### src/rtl/i2c_cmd_sequencer.sv
`default_nettype none
// ============================================================================
// Module      : i2c_cmd_sequencer
// Description : Command FIFO, quarter-bit tick generator and single-command
//               issue/ACK sequencer in front of the I2C bit engine.
// Revision    : 1.0 - initial release
// ============================================================================
module i2c_cmd_sequencer #(
    parameter int CMD_DEPTH = 8,
    parameter int DIV_WIDTH = 16
) (
    input  logic                         clk,
    input  logic                         reset,
    input  logic                         enable,
    input  logic [DIV_WIDTH-1:0]         divisor,
    input  logic                         cmdValid,
    input  logic [1:0]                   cmdOp,
    input  logic [7:0]                   cmdData,
    output logic                         cmdReady,
    output logic [$clog2(CMD_DEPTH):0]   fifoCount,
    output logic [1:0]                   i2cCommand,
    output logic [7:0]                   i2cWriteData,
    output logic                         i2cTransactionValid,
    output logic                         cycleDone,
    input  logic                         i2cBusy,
    input  logic                         i2cWriteAck,
    input  logic                         i2cReadDataValid,
    input  logic [7:0]                   i2cReadData,
    output logic                         ackValid,
    output logic                         ackBit,
    output logic                         nackError,
    output logic                         opError,
    input  logic                         errorClear,
    output logic                         busy
);

    localparam int PTR_W = $clog2(CMD_DEPTH);
    localparam int CNT_W = PTR_W + 1;

    localparam logic [1:0] OP_START   = 2'b00;
    localparam logic [1:0] OP_STOP    = 2'b01;
    localparam logic [1:0] OP_TX      = 2'b10;
    localparam logic [1:0] OP_ILLEGAL = 2'b11;

    localparam logic [CNT_W-1:0] FULL_COUNT = CNT_W'(CMD_DEPTH);

    typedef enum logic [2:0] {
        S_IDLE     = 3'd0,
        S_ISSUE    = 3'd1,
        S_WAIT_HI  = 3'd2,
        S_WAIT_LO  = 3'd3,
        S_FLUSH    = 3'd4,
        S_WAIT_HI2 = 3'd5,
        S_WAIT_LO2 = 3'd6
    } state_t;

    state_t state_q, state_d;

    // ------------------------------------------------------------------
    // Quarter-bit tick generator
    // ------------------------------------------------------------------
    logic [DIV_WIDTH-1:0] div_cnt_q, div_cnt_d;
    logic                 w_tick;

    always_comb begin
        w_tick    = enable && (div_cnt_q >= divisor);
        div_cnt_d = div_cnt_q + DIV_WIDTH'(1);
        if (!enable || w_tick) begin
            div_cnt_d = '0;
        end
    end

    always_ff @(posedge clk or posedge reset) begin
        if (reset) begin
            div_cnt_q <= '0;
        end else begin
            div_cnt_q <= div_cnt_d;
        end
    end

    assign cycleDone = w_tick;

    // ------------------------------------------------------------------
    // Command FIFO
    // ------------------------------------------------------------------
    logic [9:0]       fifo_mem_q [CMD_DEPTH];
    logic [PTR_W-1:0] wr_ptr_q, wr_ptr_d;
    logic [PTR_W-1:0] rd_ptr_q, rd_ptr_d;
    logic [CNT_W-1:0] count_q, count_d;
    logic             w_push;
    logic             w_pop;
    logic             w_flush;
    logic [1:0]       w_head_op;
    logic [7:0]       w_head_data;

    assign cmdReady    = (count_q != FULL_COUNT);
    assign fifoCount   = count_q;
    // A flush clock discards any push arriving on that same clock.
    assign w_push      = cmdValid && cmdReady && !w_flush;
    assign w_head_op   = fifo_mem_q[rd_ptr_q][9:8];
    assign w_head_data = fifo_mem_q[rd_ptr_q][7:0];

    always_comb begin
        wr_ptr_d = wr_ptr_q;
        rd_ptr_d = rd_ptr_q;
        count_d  = count_q;
        if (w_flush) begin
            wr_ptr_d = '0;
            rd_ptr_d = '0;
            count_d  = '0;
        end else begin
            if (w_push) begin
                wr_ptr_d = wr_ptr_q + PTR_W'(1);
            end
            if (w_pop) begin
                rd_ptr_d = rd_ptr_q + PTR_W'(1);
            end
            case ({w_push, w_pop})
                2'b10:   count_d = count_q + CNT_W'(1);
                2'b01:   count_d = count_q - CNT_W'(1);
                default: count_d = count_q;
            endcase
        end
    end

    always_ff @(posedge clk or posedge reset) begin
        if (reset) begin
            wr_ptr_q <= '0;
            rd_ptr_q <= '0;
            count_q  <= '0;
        end else begin
            wr_ptr_q <= wr_ptr_d;
            rd_ptr_q <= rd_ptr_d;
            count_q  <= count_d;
        end
    end

    always_ff @(posedge clk) begin
        if (w_push) begin
            fifo_mem_q[wr_ptr_q] <= {cmdOp, cmdData};
        end
    end

    // ------------------------------------------------------------------
    // Issue / ACK sequencer
    // ------------------------------------------------------------------
    logic w_accept;
    logic w_capture;
    logic w_set_op_err;
    logic nack_q, nack_d;
    logic w_nack_now;
    logic ack_valid_q, ack_bit_q, nack_err_q, op_err_q;

    assign w_accept   = w_tick && i2cTransactionValid && !i2cBusy;
    assign w_capture  = ((state_q == S_WAIT_LO) || (state_q == S_WAIT_LO2)) && i2cReadDataValid;
    // An ACK sample landing on the same clock busy falls still decides the flush.
    assign w_nack_now = w_capture ? i2cReadData[0] : nack_q;

    always_comb begin
        state_d             = state_q;
        nack_d              = nack_q;
        w_pop               = 1'b0;
        w_flush             = 1'b0;
        w_set_op_err        = 1'b0;
        i2cTransactionValid = 1'b0;
        i2cCommand          = OP_START;
        i2cWriteData        = 8'h00;
        case (state_q)
            S_IDLE: begin
                if ((count_q != '0) && enable) begin
                    state_d = S_ISSUE;
                end
            end
            S_ISSUE: begin
                if (w_head_op == OP_ILLEGAL) begin
                    w_pop        = 1'b1;
                    w_set_op_err = 1'b1;
                    state_d      = S_IDLE;
                end else begin
                    i2cTransactionValid = 1'b1;
                    i2cCommand          = w_head_op;
                    i2cWriteData        = w_head_data;
                    if (w_tick && !i2cBusy) begin
                        w_pop   = 1'b1;
                        nack_d  = 1'b0;
                        state_d = S_WAIT_HI;
                    end
                end
            end
            S_WAIT_HI: begin
                if (i2cBusy) begin
                    state_d = S_WAIT_LO;
                end
            end
            S_WAIT_LO: begin
                if (w_capture) begin
                    nack_d = i2cReadData[0];
                end
                if (!i2cBusy) begin
                    if (w_nack_now) begin
                        w_flush = 1'b1;
                        state_d = S_FLUSH;
                    end else begin
                        state_d = S_IDLE;
                    end
                end
            end
            S_FLUSH: begin
                i2cTransactionValid = 1'b1;
                i2cCommand          = OP_STOP;
                if (w_tick && !i2cBusy) begin
                    state_d = S_WAIT_HI2;
                end
            end
            S_WAIT_HI2: begin
                if (i2cBusy) begin
                    state_d = S_WAIT_LO2;
                end
            end
            S_WAIT_LO2: begin
                if (!i2cBusy) begin
                    state_d = S_IDLE;
                end
            end
            default: begin
                state_d = S_IDLE;
            end
        endcase
    end

    always_ff @(posedge clk or posedge reset) begin
        if (reset) begin
            state_q     <= S_IDLE;
            nack_q      <= 1'b0;
            ack_valid_q <= 1'b0;
            ack_bit_q   <= 1'b0;
            nack_err_q  <= 1'b0;
            op_err_q    <= 1'b0;
        end else begin
            state_q     <= state_d;
            nack_q      <= nack_d;
            ack_valid_q <= w_capture;
            if (w_capture) begin
                ack_bit_q <= i2cReadData[0];
            end
            if (w_capture && i2cReadData[0]) begin
                nack_err_q <= 1'b1;
            end else if (errorClear) begin
                nack_err_q <= 1'b0;
            end
            if (w_set_op_err) begin
                op_err_q <= 1'b1;
            end else if (errorClear) begin
                op_err_q <= 1'b0;
            end
        end
    end

    assign ackValid  = ack_valid_q;
    assign ackBit    = ack_bit_q;
    assign nackError = nack_err_q;
    assign opError   = op_err_q;
    assign busy      = (state_q != S_IDLE) || (count_q != '0);

    // Only the ACK bit of the engine read data is meaningful here.
    logic w_unused_inputs;
    assign w_unused_inputs = &{1'b0, i2cReadData[7:1], i2cWriteAck};

    a_write_ack_on_tx_accept: assert property (
        @(posedge clk) disable iff (reset)
        i2cWriteAck == (w_accept && (i2cCommand == OP_TX))
    );

endmodule
`default_nettype wire

### config.mk
export PLATFORM = sky130hd
export DESIGN_NAME = i2c_cmd_sequencer
export DESIGN_NICKNAME = d
export VERILOG_FILES = /design/src/rtl/i2c_cmd_sequencer.sv
export SDC_FILE = /design/constraint.sdc
export NUM_CORES = 1
export LEC_CHECK = 0
export CORE_UTILIZATION = 40
export DETAILED_ROUTE_END_ITERATION = 10
export PLACE_DENSITY = 0.61
export SLEW_MARGIN = 10
export SYNTH_ARGS = -nofsm -noshare
export SYNTH_HDL_FRONTEND = slang
export SYNTH_SLANG_ARGS = --single-unit
### constraint.sdc
create_clock -name clk -period 7.74 [get_ports clk]
set_input_delay 0.774 -clock clk [delete_from_list [all_inputs] [get_ports clk]]
set_output_delay 0.774 -clock clk [all_outputs]
set_load 0.02 [all_outputs]
==> flow_summary.json, run 1 <==
{
  "p_leak_uw": 0.00255,
  "crit_chain": "clkdlybuf4s50_1 -> inv_1 -> ha_1 -> nand4_1 -> nor3_1 -> or4b_4 -> a311oi_4 -> o21ai_2 -> nor2_1 -> fa_1 -> nand3_1 -> mux2i_1 -> or3b_1",
  "dp.cells": 629,
  "yosysTopAreaCellShare": 0.443,
  "drt_wl_total_um": 11100,
  "yosys.area_share.simple": 0.121,
  "setup_viol": 0,
  "floorplan.io_pins": 64,
  "synth_xor_xnor_area_share": 0.0291,
  "clock_skew_ns": 0.0106,
  "hold_viol": 0,
  "regToRegStartpoint": "div_cnt_q[13]$_DFF_PP0_",
  "crit_start": "divisor[15]",
  "initial_core_util": 0.409,
  "first_pass_iters": 5,
  "ys_top_cells_by_area": "edfxtp_1 44%, dfrtp_1 16%, mux4_2 8.3%, ha_1 4.8%, nor2_1 2.8%",
  "synth-seq-cells": 114,
  "post_cts_resized": 0,
  "htreeDepth": 4,
  "vias": 3415,
  "max_stage_delay_ns": 0.53,
  "worst_ep_required_time_ns": 8.02,
  "muxShareOfSynthArea": 0.111,
  "rows": 42,
  "final_common_cell": "edfxtp_1",
  "synth_top_family_by_area": "simple AND/OR/NAND/NOR gates",
  "synth_fp_nets": 471,
  "cp_max_fo": 15,
  "tns_ns": 0,
  "maxSlewHeadroom": 0.268,
  "final_antenna_net_count": 0,
  "crit_arrival_ns": 4.62,
  "slew_violations": 0,
  "critPathLaunchType": "primary input",
  "power_density_nw_per_um2": 347,
  "max_clock_freq_ghz": 0.231,
  "dieArea_um2": 14000,
  "crit_slowest_cell": "or4b_4",
  "cts_hold_buf": 0,
  "nets": 536,
  "hpwl_um": 7210,
  "post-cts-setup-buffers": 0,
  "die_h_um": 118,
  "period_share": 0.560,
  "wl_met1_um": 5140,
  "hp-start": "nack_q$_DFFE_PP0P_",
  "cap_violations": 0,
  "critPathBufInv": 2,
  "wire_per_inst_um": 16.8,
  "grt_util_all_layers": 0.170,
  "grt_setup_unrepaired": "false",
  "antenna_found_initial": 0,
  "drive_gt1_frac": 0.135,
  "cts_num_sinks": 114,
  "syn_area_um2": 5420,
  "port_buffers": 55,
  "crit_type": "in2reg",
  "hp-class": "reg2reg",
  "status": "finished, final reports clean",
  "ir_worst_vdd_uv": 228,
  "cts.clk_slew.worst_paths_ns": 0.05,
  "routed_via_density": 5.19,
  "fill_cells": 1173,
  "final_util": 0.509,
  "cts_buffers": 17,
  "syn_to_final_growth_pct": 24.3,
  "clk_path_buf_depth": 2,
  "grt_max_degree": 35,
  "critPathCaptureType": "register",
  "core_um2": 13200,
  "synth_compound_area_frac": 0.0561,
  "gp_congestion": 0.763,
  "crit_family": "simple AND/OR/NAND/NOR gates",
  "multi_input_area_um2": 2020,
  "yosysUniqueCellTypes": 47,
  "clk_latency_ns": 0.41,
  "grt-ovfl-total": 0,
  "syn_area_per_cell_um2": 13.3,
  "route.met2.wl_um": 5410,
  "yosysWarnings": 0,
  "grt_pass1_wl_um": 18000,
  "worst_pin_slew_ns": 1.09,
  "mostFrequentLayoutCells": "80 x edfxtp_1, 55 x clkdlybuf4s50_1, 41 x nor2_1",
  "yosys.area.top_type": "edfxtp_1",
  "grt_pass1_vias": 3558,
  "synthAdderAreaFrac": 0.0522,
  "remaining_drc_errors": 0,
  "die_w_um": 118,
  "antenna_cells": 0,
  "drt_iter0_drc": 163,
  "clockRootBuffer": "clkbuf_16",
  "yosysSeqAreaShare": 0.600,
  "synthesis.instances": 407,
  "dr_wl_met3_um": 397,
  "maxUsedRoutingLayer": "met4",
  "min_period_ns": 4.34,
  "stdcell_count": 658,
  "cts_tree": "built",
  "regArea_um2": 3250
}
## power breakdown
part / switching [µW] / internal [µW] / total, µW
logic: 378 / 355 / 733
clock network: 259 / 462 / 720
registers: 116 / 765 / 881
total: 752 / 1580 / 2330
## stage by stage
stage / hold WS [ns] / total power [µW] / cell area (µm²) / setup WS (ns)
floorplan: 0.462 / 1370 / 5420 / 3.89
global placement: 0.484 / 1610 / 6190 / 3.03
detailed placement: 0.494 / 1630 / 6190 / 3.01
CTS: 0.506 / 2360 / 6740 / 3.37
global route: 0.535 / 2460 / 6740 / 3.17
finish: 0.503 / 2330 / 6740 / 3.40
## Yosys cell counts, drive strengths merged
| cell | instances |
|---|---|
| a2111oi | 2 |
| a21o | 4 |
| a21oi | 16 |
| a221oi | 1 |
| a22o | 1 |
| a311oi | 1 |
| and2 | 1 |
| and3 | 6 |
| buf | 5 |
| clkbuf | 11 |
| dfrtp | 34 |
| edfxtp | 80 |
| fa | 1 |
| ha | 21 |
| inv | 25 |
| mux2 | 2 |
| mux2i | 13 |
| mux4 | 20 |
| nand2 | 26 |
| nand2b | 6 |
| nand3 | 14 |
| nand3b | 1 |
| nand4 | 9 |
| nor2 | 42 |
| nor2b | 2 |
| nor3 | 13 |
| nor4 | 3 |
| nor4b | 3 |
| o2111ai | 1 |
| o211ai | 2 |
| o21a | 2 |
| o21ai | 14 |
| o31ai | 1 |
| or3 | 2 |
| or3b | 1 |
| or4 | 1 |
| or4b | 2 |
| xnor2 | 8 |
| xor2 | 10 |
## registers in the layout (all words and copies together) (netlist names), 3 cells and up
name        flops
rd_ptr_q        3
div_cnt_q      16
fifoCount       4
fifo_mem_q     80
state_q         3
wr_ptr_q        3
## worst min-delay path: cells and delay by family, from the launching register on
family	cells	cell delay, ns
AOI/OAI and AO/OA	1	0.08
DFF	1	0.33
and+or+nand+nor	1	0.06
## cells by family (layout without fill, tap and decap cells)
kind of cell,count (synthesis),count (layout)
fa+ha+maj,22,22
simple gates,132,132
xor+xnor,18,18
flops,114,114
mux,35,35
compound gates,45,45
buf+inv,41,116
## metal layers
metal	track usage	vias to the layer above
met2	0.284	72
met5	0	-
met3	0.0405	13
li1	-	1643
met1	0.215	1687
met4	0.0649	0
## final timing paths
path,to,slack [ns],cells after the start
worst max-delay path,fifoCount[1]$_DFFE_PP0P_,3.40,13
worst min-delay path,nack_q$_DFFE_PP0P_,0.50,2
worst max register to register,fifoCount[1]$_DFFE_PP0P_,3.85,11
worst min register to register,nack_q$_DFFE_PP0P_,0.50,2
max in group asynchronous,div_cnt_q[1]$_DFF_PP0_,6.63,3
min in group asynchronous,fifoCount[3]$_DFFE_PP0P_,0.77,3
## cell type report
cell class	count	area share
clock buffer	17	0.0632
multi-input combinational	252	0.300
tap	176	0.0327
sequential	114	0.483
inverter	25	0.0139
timing repair buffer	62	0.0895
clock inverter	12	0.0178
Note: power is estimated with default switching activity, not from simulation.
==> run 2: changes to the inputs <==
- clock period: 7.74 -> 4.2 ns (I/O delays scaled with it)
==> run 2 against run 1 <==
- sequential power increased by 84%
- critical path depth decreased by 4
- cell count increased by 1.2%
- first-iteration DRC count rose by 49%
- total power is 88% higher
- setup slack worse by 2.8 ns
- combinational power grew 86%
- sequential share of layout area shrank 0.50 points
- worst hold slack got worse by 0.073 ns
- non-clock buffer count rose by 5
- clock-buffer cell count increased by 4
- register-to-register slack worse by 3.1 ns
==> flow_summary.json, run 2 (same netlist as run 1, synthesis figures left out) <==
{
  "status": "finished, final reports clean",
  "setup_viol": 0,
  "ir_worst_vdd_uv": 350,
  "timing.rr.end": "fifoCount[1]$_DFFE_PP0P_",
  "nets": 541,
  "grt_pass1_vias": 3563,
  "fin_area_um2": 6810,
  "routed_via_density": 5.08,
  "dieArea_um2": 14000,
  "clockRootBuffer": "clkbuf_16",
  "syn_to_final_growth_pct": 25.6,
  "grt_setup_unrepaired": "false",
  "first_pass_iters": 6,
  "die_w_um": 118,
  "dp.cells": 634,
  "critPathCaptureType": "output port",
  "switching_power_uw": 1390,
  "cts_tree": "built",
  "initial_core_util": 0.409,
  "crit_slowest_cell": "clkdlybuf4s50_1",
  "crit_type": "in2out",
  "place_area_um2": 6230,
  "core_um2": 13200,
  "wire_per_inst_um": 16.6,
  "floorplan.io_pins": 64,
  "final_antenna_net_count": 0,
  "r2r_setup_slack_ns": 0.71,
  "grt_util_all_layers": 0.176,
  "hp-class": "in2async",
  "cts_num_sinks": 114,
  "crit_top_cell": "clkdlybuf4s50_1",
  "gp_congestion": 0.774,
  "p_comb_frac": 0.311,
  "regToRegStartpoint": "div_cnt_q[13]$_DFF_PP0_",
  "grt_max_degree": 35,
  "power.internal_uw": 3000,
  "cap_violations": 0,
  "cts.clk_slew.worst_paths_ns": 0.05,
  "drt_iter0_drc": 243,
  "power_density_nw_per_um2": 644,
  "busiest_layer": "met2",
  "crit_arrival_ns": 3.22,
  "rows": 42,
  "drt_wl_total_um": 11100,
  "crit_chain": "clkdlybuf4s50_1 -> inv_1 -> ha_1 -> nand4_1 -> nor3_1 -> or4b_4 -> and3_1 -> nor2_1 -> clkdlybuf4s50_1",
  "rr_worst_depth": 11,
  "grt_pass1_wl_um": 18600,
  "hpwl_um": 7370,
  "fill_cells": 1152,
  "power_frac_clock": 0.321,
  "grt-ovfl-total": 0,
  "p_leak_uw": 0.00260,
  "crit_family": "simple AND/OR/NAND/NOR gates",
  "final_common_cell": "edfxtp_1",
  "max_clock_freq_ghz": 0.275,
  "post_cts_resized": 0,
  "slew_violations": 0,
  "remaining_drc_errors": 0,
  "largest_register_ffs": 80,
  "seq_power_share": 0.369,
  "cts_hold_buf": 0,
  "critPathLaunchType": "primary input",
  "p_sw_frac": 0.316,
  "use_met2": 0.280,
  "antenna_cells": 0,
  "clk_latency_ns": 0.41,
  "worst_pin_slew_ns": 0.892,
  "port_buffers": 55,
  "grt_util_met3": 0.0401,
  "worst_ep_required_time_ns": 3.78,
  "tns_ns": 0,
  "htreeDepth": 4,
  "antenna_found_initial": 0,
  "cts_buffers": 17,
  "mostFrequentLayoutCells": "80 x edfxtp_1, 55 x clkdlybuf4s50_1, 41 x nor2_1",
  "critPathBufInv": 3,
  "vias": 3385,
  "totalPowerFinal_uw": 4380,
  "hold_viol": 0,
  "top_register": "fifo_mem_q",
  "cp_max_fo": 3,
  "max_stage_delay_ns": 0.62,
  "clock_skew_ns": 0.00578,
  "final_util": 0.514,
  "min_period_ns": 3.64,
  "post-cts-setup-buffers": 0,
  "clk_path_buf_depth": 2,
  "stdcell_count": 666,
  "drive_gt1_frac": 0.143,
  "grt_use_met1": 0.234,
  "die_h_um": 118,
  "maxSlewHeadroom": 0.401,
  "period_share": 0.866
}
run 2: cell types whose count changed in the layout (fill, tap and decap cells not counted):
cell / previous run / this run
buf_4: 7 / 12
clkbuf_1: 0 / 4
clkinvlp_4: 4 / 1
bufinv_16: 2 / 3
clkinv_1: 3 / 2
clkinv_2: 2 / 3
clkinv_4: 1 / 2
run 2: how the worst max path moves through the flow:
stage	from	end	depth (start not counted)	slack (ns)
detailed placement	divisor[15]	fifoCount[1]$_DFFE_PP0P_	13	0.17
global placement	divisor[15]	fifoCount[1]$_DFFE_PP0P_	13	0.21
global route	divisor[15]	fifoCount[2]$_DFFE_PP0P_	13	0.34
floorplan	divisor[15]	fifoCount[1]$_DFFE_PP0P_	13	0.70
finish	divisor[15]	cycleDone	9	0.56
CTS	divisor[15]	cycleDone	9	0.52
run 2: layer usage:
metal / vias to the layer above / share of wire / routed length (µm)
li1: 1653 / - / -
met1: 1652 / 0.48 / 5300
met2: 68 / 0.48 / 5270
met4: 0 / 0.014 / 157
met3: 12 / 0.031 / 346
met5: - / 0 / 0
run 2: per-stage QoR:
stage,setup WS (ns),hold WS [ns]
after global placement,0.214,0.484
after floorplan,0.700,0.462
after detailed placement,0.175,0.492
final,0.563,0.430
after global routing,0.342,0.494
after CTS,0.516,0.427
run 2: cell type report:
| cell class | count | area [µm²] | area share |
|---|---|---|---|
| clock buffer | 21 | 440 | 0.0647 |
| clock inverter | 11 | 138 | 0.0202 |
| inverter | 25 | 93.8 | 0.0138 |
| multi-input combinational | 252 | 2020 | 0.297 |
| sequential | 114 | 3250 | 0.478 |
| tap | 176 | 220 | 0.0324 |
| timing repair buffer | 67 | 641 | 0.0941 |
run 2: worst min-delay path: cells and delay by family:
| family | cells | cell delay [ns] |
|---|---|---|
| buffers and inverters | 3 | 0.84 |
run 2: power by group through the flow:
stage	clock network, µW	logic, µW	registers, µW
after floorplan	0	966	1560
after global placement	0	1360	1630
after CTS	1430	1390	1620
after detailed placement	0	1370	1640
final	1410	1360	1620
after global routing	1480	1510	1650
